--- src/rtl/zclock_gen.sv ---
// ---------------------------------------------------------------------------
// zclock_gen
//
// Purpose: derives the Z80 clock (zclk) and its one-cycle phase strobes
// (zpos ahead of a rising zclk edge, zneg ahead of a falling edge) from the
// 28 MHz FPGA clock. It offers three rates (3.5 / 7 / 14 MHz) and a wait
// stall that stretches the high phase.
//
// Ports:
//   clk        in  1  FPGA clock, all logic on posedge
//   rst_n      in  1  synchronous active-low reset
//   turbo      in  2  requested rate: 00 3.5 MHz, 01 7 MHz, 1x 14 MHz
//   wait_req   in  1  holds zclk high while asserted at the high terminal count
//   zclk       out 1  Z80 clock level (registered)
//   zpos       out 1  strobe: zclk rises at the end of this cycle
//   zneg       out 1  strobe: zclk falls at the end of this cycle
//   turbo_cur  out 2  rate currently applied (registered)
//   stall      out 1  a falling edge is being withheld by wait_req
//
// Handshake note: there is no valid/ready pair here. zpos/zneg/stall are
// single-cycle qualifiers valid in the cycle they are high; a consumer
// samples bus signals on the clk edge that ends a zpos cycle.
//
// The phase state machine is the pair (zclk, cnt). zclk is itself the
// state and is exported directly, so no separate debug port is needed.
// ---------------------------------------------------------------------------
module zclock_gen #(
    parameter logic [1:0] TURBO_RST = 2'b00
) (
    input  logic       clk,
    input  logic       rst_n,
    input  logic [1:0] turbo,
    input  logic       wait_req,
    output logic       zclk,
    output logic       zpos,
    output logic       zneg,
    output logic [1:0] turbo_cur,
    output logic       stall
);

    // Registered state
    logic       r_zclk;
    logic [1:0] r_cnt;
    logic [1:0] r_turbo_cur;

    // Next-state values
    logic       w_zclk_nxt;
    logic [1:0] w_cnt_nxt;
    logic [1:0] w_turbo_nxt;

    // Decode
    logic [1:0] w_term_cnt;
    logic       w_term;
    logic       w_zpos;
    logic       w_zneg;
    logic       w_stall;

    // Terminal count is H-1 for the rate currently applied. The rate only
    // changes on a zpos edge, so a half-period never sees a mixed H.
    always_comb begin
        w_term_cnt = 2'd0;
        case (r_turbo_cur)
            2'b00:   w_term_cnt = 2'd3;
            2'b01:   w_term_cnt = 2'd1;
            default: w_term_cnt = 2'd0;
        endcase
    end

    assign w_term  = (r_cnt == w_term_cnt);
    assign w_zpos  = !r_zclk && w_term;
    assign w_zneg  =  r_zclk && w_term && !wait_req;
    assign w_stall =  r_zclk && w_term &&  wait_req;

    // State register
    always_ff @(posedge clk) begin
        if (!rst_n) begin
            r_zclk      <= 1'b0;
            r_cnt       <= 2'd0;
            r_turbo_cur <= TURBO_RST;
        end else begin
            r_zclk      <= w_zclk_nxt;
            r_cnt       <= w_cnt_nxt;
            r_turbo_cur <= w_turbo_nxt;
        end
    end

    // Next-state logic. wait_req only matters at the high terminal count,
    // where it freezes everything; elsewhere the counter simply advances.
    always_comb begin
        w_zclk_nxt  = r_zclk;
        w_cnt_nxt   = r_cnt;
        w_turbo_nxt = r_turbo_cur;
        if (w_zpos) begin
            w_zclk_nxt  = 1'b1;
            w_cnt_nxt   = 2'd0;
            w_turbo_nxt = turbo;
        end else if (w_zneg) begin
            w_zclk_nxt  = 1'b0;
            w_cnt_nxt   = 2'd0;
        end else if (w_stall) begin
            w_cnt_nxt   = r_cnt;
        end else begin
            w_cnt_nxt   = r_cnt + 2'd1;
        end
    end

    // Outputs
    always_comb begin
        zclk      = r_zclk;
        zpos      = w_zpos;
        zneg      = w_zneg;
        stall     = w_stall;
        turbo_cur = r_turbo_cur;
    end

endmodule

--- config.mk ---
export PLATFORM = sky130hd
export DESIGN_NAME = zclock_gen
export DESIGN_NICKNAME = d
export VERILOG_FILES = /design/src/rtl/zclock_gen.sv
export SDC_FILE = /design/constraint.sdc
export NUM_CORES = 1
export LEC_CHECK = 0
export BUFFER_PORTS_ARGS = -buffer_cell sky130_fd_sc_hd__buf_2
export CAP_MARGIN = 10
export CORE_AREA = 2 2 39 41
export DETAILED_ROUTE_END_ITERATION = 16
export DIE_AREA = 0 0 41 43
export PLACE_DENSITY = 0.55
export SLEW_MARGIN = 20
export SYNTH_ARGS = -nofsm -noshare
export SYNTH_HDL_FRONTEND = slang
export SYNTH_SLANG_ARGS = --single-unit
--- constraint.sdc ---
create_clock -name clk -period 1.1 [get_ports clk]
set_input_delay 0.055 -clock clk [delete_from_list [all_inputs] [get_ports clk]]
set_output_delay 0.055 -clock clk [all_outputs]
set_load 0.1 [all_outputs]
==> impl_metrics.csv <==
group,metric,value,unit
setup_path,critical_path_class,"register to output port",
global_routing,grt_overflow,0,
final_layout,seq_area,119,um2
setup_path,end_kind,"output port",
sta,period_share,1.26,
clock_network,worstSkewPairLatency,250,ps
final_layout,fill_cells,134,
die,start_util,0.270,
placement,io_buffers,10,
clock_network,clockBufferDepth,2,
clock_network,clk_pin_slew_worst_paths,40,ps
routing,via_count,397,
clock_network,cts_buffers,3,
power,switchingPower,0.239,mW
setup_path,cp-start-kind,"register",
global_routing,grt_usage,0.132,
die,die_h,43,um
synth,syn_area,374,um2
clock_network,cts_sinks,5,
die,core,1380,um2
synth,ys_seq_area_frac,0.268,
outcome,status,"finished with violations",
global_routing,grt_pass1_vias,349,
final_layout,multi_input_area,287,um2
placement,gp_congestion,0.791,
power,p_leak,0.277,nW
sta,hold_viol,0,
sta,final.min_clock_period,1380,ps
global_routing,antenna_found_initial,0,
final_layout,fin_nets,69,
clock_network,cts_root_buffer,"clkbuf_4",
sta,maxSlewHeadroom,0.802,
routing,vias_per_cell,5.03,
synth,syn_inst,40,
flow_run,maxCapViolations,0,
sta,skew,2.97,ps
synth,ys_ff_latch,5,
sta,rsz0062_at_grt,"true",
sta,drv_slew,0,
power,clock_power_share,0.321,
routing,first_pass_iters,2,
clock_network,htreeDepth,1,
die,ios,11,
routing,drt_wl_total,946,um
placement,hpwlAfterDp,685,um
power,p_comb_frac,0.361,
routing,drc,0,
global_routing,grt_max_degree,10,
synth,yosysWarnings,0,
clock_network,cts_tree,"yes",
routing,post_drt_wl_per_cell,12.0,um
routing,ant_nets,0,
sta,fin_ws,-284,ps
outcome,violations,"negative setup slack",
power,p_total,0.678,mW
die,dieArea,1760,um2
setup_path,cp.arrival,1330,ps
power,switching_share,0.352,
power,ir_worst_vdd,0.569,mV
final_layout,syn2layout_area_growth,89.3,%
final_layout,diodes,0,
sta,max_freq,723,MHz
placement,dp_slack,-191,ps
sta,worst_slew_pin_slew,297,ps
synth,post_synth.cell_area_avg,9.35,um2
hold_path,hold_path.class,"input pin to register",
die,die_x,41,um
die,num_rows,14,
global_routing,grt_first_pass_wirelength,1520,um
final_layout,final_core_util,0.512,
power,power_frac_seq,0.318,
setup_path,path_max_fanout,4,
power,power-per-cell-area,958,nW/um2
sta,setup_viol,4,
setup_path,crit_required,1040,ps
synth,synthDistinctLibCells,25,
routing,drt-initial-drc-count,1,
final_layout,drive_gt1_frac,0.651,
power,power.internal,0.439,mW
synth,syn_nets,45,
==> cell usage in the layout (no fill, tap or decap), types with 2 or more instances in the layout <==
master / count
and3b_1: 2
buf_12: 6
buf_2: 4
buf_4: 10
buf_6: 2
clkbuf_4: 3
dfxtp_4: 5
inv_1: 5
nand2_1: 2
nor2_4: 2
nor2b_1: 2
==> per-stage QoR <==
stage | cell area, um2 | hold slack [ps] | TNS [ps] | instances
2_1_floorplan | 419 | 168 | -2390 | 40
3_3_place_gp | 617 | 292 | -351 | 72
3_5_place_dp | 617 | 297 | -481 | 72
4_1_cts | 669 | 39.5 | -899 | 76
5_1_grt | 708 | 60.8 | -1250 | 79
6_report | 708 | 40.6 | -938 | 79
==> worst max-delay path, stage by stage, from the launching register on <==
cell and delay, ps:
dfxtp_4 390, xor2_4 170, a31oi_4 150, nor3_4 170, buf_12 200
==> layer usage <==
| metal | vias to the layer above | global-route usage | routed length [um] | part of all wire |
|---|---|---|---|---|
| li1 | 192 | - | - | - |
| met1 | 189 | 0.161 | 385 | 0.41 |
| met2 | 12 | 0.188 | 484 | 0.51 |
| met3 | 4 | 0.0314 | 51 | 0.054 |
| met4 | 0 | 0.100 | 25 | 0.026 |
| met5 | - | 0 | 0 | 0 |
==> cells in the mapped netlist <==
master / instances / share of area
a41oi_1: 1 / 0.023
nor2_1: 3 / 0.030
a221oi_2: 1 / 0.040
a211oi_1: 1 / 0.020
a2bb2oi_1: 1 / 0.023
and3b_1: 2 / 0.047
o32ai_1: 1 / 0.023
a21oi_1: 2 / 0.027
dfxtp_1: 5 / 0.27
xor2_2: 1 / 0.043
inv_1: 5 / 0.050
buf_6: 1 / 0.030
nor3b_4: 1 / 0.050
nor3_2: 1 / 0.027
a31oi_2: 1 / 0.033
and4bb_1: 1 / 0.033
a21boi_2: 1 / 0.030
nand2_1: 2 / 0.020
o211ai_1: 1 / 0.020
nand2b_1: 1 / 0.017
nor2b_1: 2 / 0.033
xnor2_1: 1 / 0.023
o221ai_1: 1 / 0.023
o41ai_1: 1 / 0.023
buf_4: 2 / 0.040
==> path summary, 6_finish.rpt <==
path	depth (start not counted)	slack (ps)	to	startpoint
worst max register to register	5	-160	zclk	r_cnt[1]
worst max-delay path	4	-280	zneg	r_cnt[1]
worst min-delay path	3	40	turbo_cur[0]	rst_n
worst min register to register	2	660	turbo_cur[0]	zclk
==> logic make-up (layout without fill, tap and decap cells) <==
family / Yosys count / after routing / share of synthesized area
buf+inv: 8 / 31 / 0.120
xor+xnor: 2 / 2 / 0.0669
compound gates: 12 / 12 / 0.288
simple gates: 13 / 13 / 0.258
flops: 5 / 5 / 0.268
==> power by group through the flow <==
stage          clock network, mW  logic (mW)  registers, mW
2_1_floorplan                  0       0.117          0.237
3_3_place_gp                   0       0.216          0.215
3_5_place_dp                   0       0.218          0.215
4_1_cts                    0.222       0.224          0.216
5_1_grt                    0.239       0.261          0.218
6_report                   0.218       0.245          0.216
==> what timing repair did <==
item	4_1_cts	5_1_grt
hold buffers	0	0
setup endpoints to repair	6	6
pin swaps	6	4
buffers inserted	0	3
gates resized for setup	7	3
==> registers in the layout, indices dropped and copies added, names as in the netlist <==
signal,cells
turbo_cur,2
zclk,1
r_cnt,2
==> layout make-up <==
cell class | count | area share
multi-input cells | 27 | 0.405
repair buffers | 22 | 0.336
flip-flops and latches | 5 | 0.168
clock buffers | 4 | 0.0371
well taps | 16 | 0.0283
inverters | 5 | 0.0265
Power figures use the tool's default switching activity.
